File: config.mk
export PLATFORM = sky130hd
export DESIGN_NAME = hazard_stall_ctrl
export DESIGN_NICKNAME = d
export VERILOG_FILES = /design/src/rtl/hazard_pkg.sv /design/src/rtl/load_use_detect.sv /design/src/rtl/hazard_stall_ctrl.sv
export SDC_FILE = /design/constraint.sdc
export NUM_CORES = 1
export LEC_CHECK = 0
export CAP_MARGIN = 20
export CORE_MARGIN = 3
export CORE_UTILIZATION = 25
export DETAILED_ROUTE_END_ITERATION = 10
export GPL_TIMING_DRIVEN = 0
export HOLD_SLACK_MARGIN = 0.15
export PLACE_DENSITY_LB_ADDON = 0.15
export SLEW_MARGIN = 20
export SYNTH_ARGS = -nofsm -noshare
export SYNTH_HDL_FRONTEND = slang
export SYNTH_SLANG_ARGS = --single-unit
File: constraint.sdc
create_clock -name clk -period 4.4 [get_ports clk]
set_input_delay 0.66 -clock clk [delete_from_list [all_inputs] [get_ports clk]]
set_output_delay 0.66 -clock clk [all_outputs]
set_load 0.02 [all_outputs]
File: src/rtl/hazard_pkg.sv
// hazard_pkg: shared types and constants for the pipeline hazard/stall control
// Contents:
//   state_t    - control FSM states (BOOT, RUN, LU_STALL, MEM_WAIT)
//   NOP_INSTR  - encoding loaded into IF/ID on a flush (addi x0, x0, 0)
//   REG_X0     - index of the hard-wired zero register
package hazard_pkg;

    typedef enum logic [1:0] {
        BOOT     = 2'd0,
        RUN      = 2'd1,
        LU_STALL = 2'd2,
        MEM_WAIT = 2'd3
    } state_t;

    localparam logic [31:0] NOP_INSTR = 32'h0000_0013;
    localparam logic [4:0]  REG_X0    = 5'd0;

endpackage

File: src/rtl/load_use_detect.sv
// load_use_detect: combinational load-use hazard comparator
// Ports:
//   mem_read        in  1  instruction in EX is a load
//   rd              in  5  destination register of the EX instruction
//   rs1, rs2        in  5  source registers of the ID instruction
//   use_rs1/use_rs2 in  1  ID instruction actually reads rs1/rs2
//   hazard          out 1  ID must wait one cycle for the load result
module load_use_detect
    import hazard_pkg::*;
(
    input  logic       mem_read,
    input  logic [4:0] rd,
    input  logic [4:0] rs1,
    input  logic [4:0] rs2,
    input  logic       use_rs1,
    input  logic       use_rs2,
    output logic       hazard
);

    // Writes to x0 are discarded, so a load to x0 never creates a dependency.
    assign hazard = mem_read && (rd != REG_X0) &&
                    ((use_rs1 && (rs1 == rd)) || (use_rs2 && (rs2 == rd)));

endmodule

File: src/rtl/hazard_stall_ctrl.sv
// hazard_stall_ctrl: enable/flush sequencing for the PC, IF/ID, ID/EX and EX/MEM registers
// Optional feature macro: HAZARD_PERF_EN (stall/flush cycle counters)
// Ports:
//   clk, reset                 in  1     clock, asynchronous active-high reset
//   id_rs1, id_rs2             in  5     ID source registers
//   id_use_rs1, id_use_rs2     in  1     ID instruction reads rs1/rs2
//   ex_mem_read, ex_rd         in  1/5   EX load flag and destination
//   ex_branch_taken            in  1     EX branch/jump resolved taken
//   imem_ready                 in  1     instruction fetch data valid
//   dmem_req, dmem_ready       in  1     MEM access issued / completed
//   pc_en, ifid_en             out 1     PC and IF/ID write enables
//   ifid_flush, idex_flush     out 1     IF/ID NOP load, ID/EX bubble load
//   exmem_en                   out 1     EX/MEM and MEM/WB write enable
//   stall_cycles, flush_cycles out CNT_W perf counters (HAZARD_PERF_EN only)
module hazard_stall_ctrl
    import hazard_pkg::*;
#(
    parameter int CNT_W = 32
) (
    input  logic             clk,
    input  logic             reset,
    input  logic [4:0]       id_rs1,
    input  logic [4:0]       id_rs2,
    input  logic             id_use_rs1,
    input  logic             id_use_rs2,
    input  logic             ex_mem_read,
    input  logic [4:0]       ex_rd,
    input  logic             ex_branch_taken,
    input  logic             imem_ready,
    input  logic             dmem_req,
    input  logic             dmem_ready,
    output logic             pc_en,
    output logic             ifid_en,
    output logic             ifid_flush,
    output logic             idex_flush,
    output logic             exmem_en
`ifdef HAZARD_PERF_EN
    ,
    output logic [CNT_W-1:0] stall_cycles,
    output logic [CNT_W-1:0] flush_cycles
`endif
);

    state_t state, state_next;
    logic   hazard;
    logic   boot, freeze, run, br, lu, ifw;

    load_use_detect u_lud (
        .mem_read (ex_mem_read),
        .rd       (ex_rd),
        .rs1      (id_rs1),
        .rs2      (id_rs2),
        .use_rs1  (id_use_rs1),
        .use_rs2  (id_use_rs2),
        .hazard   (hazard)
    );

    // Priority decode. In MEM_WAIT the freeze holds purely on dmem_ready; the
    // release cycle falls through to the normal RUN rules. The load-use term is
    // masked in LU_STALL because the dependent instruction already waited once.
    always_comb begin
        boot   = reset || (state == BOOT);
        freeze = !boot && ((state == MEM_WAIT) ? !dmem_ready : (dmem_req && !dmem_ready));
        run    = !boot && !freeze;
        br     = run && ex_branch_taken;
        lu     = run && !ex_branch_taken && hazard && (state != LU_STALL);
        ifw    = run && !ex_branch_taken && !lu && !imem_ready;
        pc_en      = run && !lu && !ifw;
        ifid_en    = run && !lu;
        ifid_flush = boot || br || ifw;
        idex_flush = boot || br || lu;
        exmem_en   = !reset && !freeze;
        state_next = freeze ? MEM_WAIT : lu ? LU_STALL : RUN;
    end

    always_ff @(posedge clk or posedge reset) begin
        if (reset)
            state <= BOOT;
        else
            state <= state_next;
    end

`ifdef HAZARD_PERF_EN
    localparam logic [CNT_W-1:0] CNT_MAX = '1;

    // BOOT is excluded: its forced stall/flush is reset sequencing, not a hazard.
    always_ff @(posedge clk or posedge reset) begin
        if (reset) begin
            stall_cycles <= '0;
            flush_cycles <= '0;
        end else if (state != BOOT) begin
            if (!pc_en && stall_cycles != CNT_MAX)
                stall_cycles <= stall_cycles + 1'b1;
            if (idex_flush && flush_cycles != CNT_MAX)
                flush_cycles <= flush_cycles + 1'b1;
        end
    end
`endif

endmodule

# ---- Word level (Yosys, flattened, before mapping)
# Cells that the tools add are included.
dict set report word_totals {
  regBits 2
  latchBits 0
  ramBits 0
  romBits 0
  in_bits 24
  out_inout_bits 5
  memories 0
}
dict set report classes {
  addsub 0
  multipliers 0
  div_mod_pow 0
  magnitude_cmp 0
  n_eq_ne 4
  shifts 0
  muxes 3
  bitwise_logic 0
  n_reduce_logical 31
}
# op n
set op_table {}
lappend op_table {{$logic_and 1x1->1} 16}
lappend op_table {{$eq 5x5->1} 2}
lappend op_table {{$logic_not 1->1} 8}
lappend op_table {{$logic_or 1x1->1} 5}
lappend op_table {{$reduce_bool 5->1} 1}
lappend op_table {{$mux 2} 2}
lappend op_table {{$eq 2x2->1 const B} 1}
lappend op_table {{$logic_not 2->1} 1}
lappend op_table {{$ne 2x2->1 const B} 1}
lappend op_table {{$mux 1} 1}

# ---- Longest topological paths before layout
# Gate-level depths: netlist (run 1).
dict set report logic_depth {
  depth_word 14
  ltp_mapped 4
  mapped_depth_nobuf 4
}

# ---- Hierarchy
# A second synthesis (run 1) with hierarchy kept.
dict set report unflattened {
  cells_unflattened 46
  hier_area_um2 350.3
}
# mod instances cells_per_inst area_each_um2 seq_area_each_um2
set by_module_without_submodules {}
lappend by_module_without_submodules {hazard_stall_ctrl 1 29 216.5 50.0}
lappend by_module_without_submodules {load_use_detect 1 17 133.9 0.0}

# ---- Least setup slack after synthesis (run 1)
# Ideal clock, no wire load.
dict set report synth_path {
  path_kind {input port to output port}
  startpoint {in ex_rd[1]}
  endpoint {out ifid_flush}
  t_arrival_ns 1.819
  path_slack_ns 1.921
  stages 4
  n_path_buf 0
  path_cell_list {or4_4 > o221ai_4 > nor2_1 > a2bb2oi_1}
}
dict set report synth_via {
  elab_chain_cells 10
  word_cells_on_any_way 14
  classes_between {2 x eq/ne; 12 x reduce/logical}
}
# element line_no
set synth_lines {}
lappend synth_lines {{start: declaration} hazard_stall_ctrl.sv:27} ;# input logic [4:0] ex_rd,
lappend synth_lines {{$eq 5x5->1} load_use_detect.sv:22} ;# ((use_rs1 && (rs1 == rd)) || (use_rs2 && (rs2 == rd)));
lappend synth_lines {{$logic_and 1x1->1} load_use_detect.sv:22}
lappend synth_lines {{$logic_or 1x1->1} load_use_detect.sv:22}
lappend synth_lines {{$logic_and 1x1->1 *} load_use_detect.sv:21} ;# assign hazard = mem_read && (rd != REG_X0) &&
lappend synth_lines {{$logic_and 1x1->1 * (2 in a row)} hazard_stall_ctrl.sv:66} ;# lu = run && !ex_branch_taken && hazard && (state != LU_STALL);
lappend synth_lines {{$logic_not 1->1 *} hazard_stall_ctrl.sv:67} ;# ifw = run && !ex_branch_taken && !lu && !imem_ready;
lappend synth_lines {{$logic_and 1x1->1 * (2 in a row)} hazard_stall_ctrl.sv:67}
lappend synth_lines {{$logic_or 1x1->1 *} hazard_stall_ctrl.sv:70} ;# ifid_flush = boot || br || ifw;
lappend synth_lines {{end: declaration} hazard_stall_ctrl.sv:34} ;# output logic ifid_flush,
# Mark *: on every way between the ends. The rest lies on a longest branch, timed or not.

# ---- Worst setup path in the final report (run 1)
# Same ends and word-level chain as after synthesis.

==> impl_metrics.ini, run 1 <==
[power_and_ir_drop]
combPwrFrac_pct = 50.4
leakage_uw = 0.000248
vdd_drop_max_mv = 0.0961
power_density_nw_per_um2 = 176
pwr-share-clk_pct = 33.2
sw_frac_of_total_pct = 28.0
p_sw_uw = 33.4
pwr-share-seq_pct = 16.4
internal_power_uw = 85.7

[floorplanning]
ios = 29
die_x_um = 43.7
coreArea_um2 = 1220
dieArea_um2 = 1910
die_h_um = 43.7
rows = 12
initial_core_util_pct = 29.2

[clock_tree]
cts_buffer_depth = 2
post_cts.repair.setup_buffers = 0
path_clk_slew_ns = 0.03
cts.hold.buffers_added = 0
numCtsBuffers = 3
cts_resized = 0
htreeDepth = 1
cts-root-buf = clkbuf_4
cts_tree = yes
clk_latency_ns = 0.22
cts_num_sinks = 2

[yosys]
syn-cell-area_um2 = 355
ys_warn_count = 0
synth_cells = 43
synth.largest_area_cell = xnor2_1
ys_types = 22
synth.top_cell.area_share_pct = 24.6
ys_seq_area_share_pct = 14.1
synth_area_leaders = xnor2_1 (25%), dfrtp_1 (14%), o221ai_4 (7.4%), a21oi_1 (5.6%), nor2_1 (4.2%)
syn_avg_cell_area_um2 = 8.26
synth_fp_nets = 67
synth-seq-cells = 2

[drt]
ant_nets = 0
dr_total_vias = 406
drt_first_pass_iters = 3
viasPerCell = 4.61
wl_um = 916
drc_errors = 0
drt_iter0_markers = 3
wire_per_inst_um = 10.4

[final_layout]
regMostFlops = state
largest_reg_flops = 2
reg.largest.list = state x2
area_delta_synth_final_pct = 90.1
layout-drive-gt1-share_pct = 12.2
fin_area_um2 = 676
fillers = 117
finalNetCount = 100
final_util_pct = 55.6
insertedDiodeCount = 0

[critical_path]
cpMaxStageDelayCell = clkdlybuf4s50_1
crit_path_cell_trace = clkdlybuf4s50_1, or4_4, o221ai_4, nor2_1, a2bb2oi_1, clkdlybuf4s50_1
cp-start-kind = input pin
cp_common_cell = clkdlybuf4s50_1
critical_path_required_ns = 3.74
crit_arrival_ns = 2.73
cp_max_fo = 3
cpPeakStageDelay_ns = 0.62
path_class = in -> out
cp-end-kind = output port

[sta]
finalClockSkew_ns = 0.00109
min_period_ns = 3.39
setup_viol = 0
tightest_slew_ns = 0.333
setup_tns_ns = 0
grt_setup_unrepaired = false
fin_crit_sh_pct = 77.1
slew_headroom_pct = 77.8
hold_viol = 0
max_freq_ghz = 0.295
drv_slew = 0

[run]
drv_cap = 0

[global_routing]
grt_pass1_wl_mm = 1.53
grt-ovfl-total = 0
grt_start_max_net_pins = 7
grt_pass1_vias = 409
grt_util_all_layers_pct = 10.3
grt_antenna_before_repair = 0

[place]
hpwl_um = 854
place_area_um2 = 653
io_buffer_count = 28
globalplace.congestion = 0.641

[worst_hold_path]
hold_class = in -> async

[run_status]
status = completed
==> cells in the mapped netlist (all sizes together) <==
library cell	instances
o211ai	1
a22oi	1
nand2b	1
nand4	2
a21bo	1
a21oi	4
a2bb2oi	1
nand2	3
o22ai	1
or4	1
inv	3
o21ai	1
dfrtp	2
maj3	1
a211o	1
o221ai	1
or2	1
nor2	5
a21o	1
or3b	1
xnor2	10
==> power groups by stage <==
stage / Combinational (uW) / Sequential (uW) / Clock, uW
6_report: 60.1 / 19.5 / 39.5
3_5_place_dp: 60.5 / 19.7 / 0
3_3_place_gp: 60.6 / 19.7 / 0
4_1_cts: 60.8 / 19.5 / 41.2
2_1_floorplan: 26.5 / 19.6 / 0
5_1_grt: 64.6 / 19.6 / 44.0
==> placed cells by master, fill, tap and decap left out, types with 2 or more instances in the layout <==
cell / n
nor2_1: 4
a21oi_1: 4
xnor2_1: 10
inv_1: 3
clkdlybuf4s50_1: 28
dfrtp_1: 2
nand4_1: 2
nand2_1: 3
clkbuf_4: 3
==> layer usage <==
| metal | wire, um | global-route usage [%] | vias up |
|---|---|---|---|
| met5 | 0 | 0 | - |
| met4 | 0 | 5.42 | 0 |
| met3 | 84 | 2.49 | 0 |
| met2 | 426 | 16.9 | 19 |
| met1 | 405 | 12.2 | 170 |
| li1 | - | - | 217 |
==> final cells by class <==
type / instances / area (um^2) / area share [%]
multi-input combinational: 38 / 294 / 43.5
timing repair buffer: 28 / 280 / 41.5
sequential: 2 / 50.0 / 7.41
clock buffer: 3 / 22.5 / 3.33
tap: 14 / 17.5 / 2.59
inverter: 3 / 11.3 / 1.67
==> cells by family (layout without fill, tap and decap cells) <==
kind of cell,after synthesis,count (layout),share of synthesized area [%]
AOI/OAI and AO/OA,13,13,33.5
xor gates and xnor gates,10,10,24.6
adders and majority gates,1,1,2.82
buffers and inverters,3,34,3.17
DFF,2,2,14.1
and+or+nand+nor,14,14,21.8
==> final timing paths <==
| path | endpoint | slack (ns) | start | cells past startpoint |
|---|---|---|---|---|
| max | ifid_flush | 1.01 | ex_rd[1] | 6 |
| min | state[1] | 0.70 | reset | 2 |
| max reg2reg | state[0] | 3.14 | state[0] | 3 |
| min reg2reg | state[0] | 0.78 | state[1] | 3 |
| max in group asynchronous | state[0] | 3.57 | reset | 2 |
| min in group clk | state[0] | 0.78 | state[1] | 3 |
==> worst max-delay path: cells and delay by family <==
| kind | cells | cell delay [ns] |
|---|---|---|
| buf+inv | 2 | 1.10 |
| simple gates | 2 | 0.64 |
| compound gates | 2 | 0.33 |
==> stage by stage <==
stage | power (uW) | hold slack [ns] | cells | worst slack [ns]
floorplan | 46.1 | 0.410 | 43 | 1.92
CTS | 122 | 0.699 | 88 | 0.981
global route | 128 | 0.729 | 88 | 0.906
detailed placement | 80.2 | 0.785 | 85 | 0.981
global placement | 80.2 | 0.788 | 85 | 0.977
finish | 119 | 0.703 | 88 | 1.01
Note: power is estimated with default switching activity, not from simulation.
==> run 2: changes to the inputs <==
==> constraint.sdc (replaced) <==
create_clock -name clk -period 3 [get_ports clk]
set_input_delay 0.45 -clock clk [delete_from_list [all_inputs] [get_ports clk]]
set_output_delay 0.45 -clock clk [all_outputs]
set_load 0.02 [all_outputs]
==> impl_metrics.ini, run 2 (same netlist as run 1, synthesis figures left out) <==
[run_status]
status = completed

[power_and_ir_drop]
vdd_drop_max_mv = 0.141
power_density_nw_per_um2 = 254
leakage_uw = 0.000279

[clock_tree]
cts_buffer_depth = 2
cts_tree = yes
path_clk_slew_ns = 0.03
numCtsBuffers = 3
cts-root-buf = clkbuf_4
cts.hold.buffers_added = 0
clk_latency_ns = 0.22
cts_num_sinks = 2
htreeDepth = 1

[sta]
fin_crit_sh_pct = 97.4
min_period_ns = 2.92
tightest_slew_ns = 0.333
drv_slew = 0
finalClockSkew_ns = 0.00109
hold_viol = 0
grt_setup_unrepaired = false
timing.hold.ws_ns = 0.492
setup_ws_ns = 0.0776
slew_headroom_pct = 77.8
max_freq_ghz = 0.342
setup_viol = 0

[critical_path]
r2r_cells = 3
cp-end-kind = output port
critical_path_required_ns = 2.55
r2r-end = state[0]
cp-start-kind = input pin
crit_arrival_ns = 2.47
path_class = in -> out
cp_max_fo = 4
r2r_start = state[0]
r2r_slack_ns = 1.74

[global_routing]
grt_util_all_layers_pct = 10.3
grt_pass1_wl_mm = 1.53
grt_start_max_net_pins = 7
grt_antenna_before_repair = 0
grt_pass1_vias = 409
grt-ovfl-total = 0

[floorplanning]
coreArea_um2 = 1220
die_x_um = 43.7
dieArea_um2 = 1910
rows = 12
die_h_um = 43.7
initial_core_util_pct = 29.2
ios = 29

[final_layout]
area_delta_synth_final_pct = 92.3
insertedDiodeCount = 0
largest_reg_flops = 2
final_common_cell = clkdlybuf4s50_1
layout-drive-gt1-share_pct = 12.2
reg.largest.list = state x2
fin_area_um2 = 683
final_cell_mix = clkdlybuf4s50_1 (25), xnor2_1 (10), a21oi_1 (4), nor2_1 (4)
finalNetCount = 100
regMostFlops = state
final_cells = 88

[place]
dp.cells = 85
globalplace.congestion = 0.641
place_area_um2 = 653
io_buffer_count = 28
hpwl_um = 854
dp_slack_ns = 0.00102

[drt]
wire_per_inst_um = 10.4
drc_errors = 0
drt_iter0_markers = 3
viasPerCell = 4.63
ant_nets = 0
wl_um = 918
dr_total_vias = 407
drt_first_pass_iters = 4

[run]
drv_cap = 0

[worst_hold_path]
hold_class = in -> async
run 2: metal layers:
layer / GRT usage [%] / vias up / wire [um]
li1: - / 218 / -
met1: 12.2 / 168 / 398
met2: 16.9 / 21 / 426
met3: 2.49 / 0 / 93
met4: 5.42 / 0 / 0
met5: 0 / - / 0
run 2: worst max-delay path by stage:
stage,startpoint,to,slack [ns],depth (start not counted)
after CTS,ex_rd[1],ifid_flush,0.001,6
after global placement,ex_rd[1],ifid_flush,-0.003,6
after global routing,ex_rd[1],idex_flush,0.01,6
after detailed placement,ex_rd[1],ifid_flush,0.001,6
after floorplan,ex_rd[1],ifid_flush,0.94,4
final,ex_rd[1],idex_flush,0.08,6
run 2: layout make-up:
type	count	area, um^2
Sequential cell	2	50.0
Clock buffer	3	22.5
Timing Repair Buffer	28	288
Inverter	3	11.3
Multi-Input combinational cell	38	294
Fill cell	117	533
Tap cell	14	17.5
run 2: timing repair:
action	in CTS	in global routing
resized for setup	0	3
buffers inserted	0	0
setup endpoints to repair	0	3
run 2: critical path, cell delays in order:
cell	delay [ns]
clkdlybuf4s50_1	0.48
or4_4	0.57
o221ai_4	0.18
nor2_2	0.08
a21o_1	0.18
clkdlybuf4s50_1	0.53
run 2: power by group:
part | total, uW | internal (uW) | switching [uW] | leakage [uW]
Sequential | 28.6 | 27.9 | 0.675 | 0.0000221
Combinational | 87.3 | 53.1 | 34.2 | 0.000243
Clock | 57.9 | 44.0 | 13.9 | 0.0000138
run 2: through the flow:
stage               setup TNS [ns]  total power, uW  util, %
floorplan                        0             67.7        -
global placement          -0.00289              118     53.7
detailed placement               0              118     53.7
CTS                              0              178     55.6
global route                     0              187     56.2
finish                           0              174     56.2
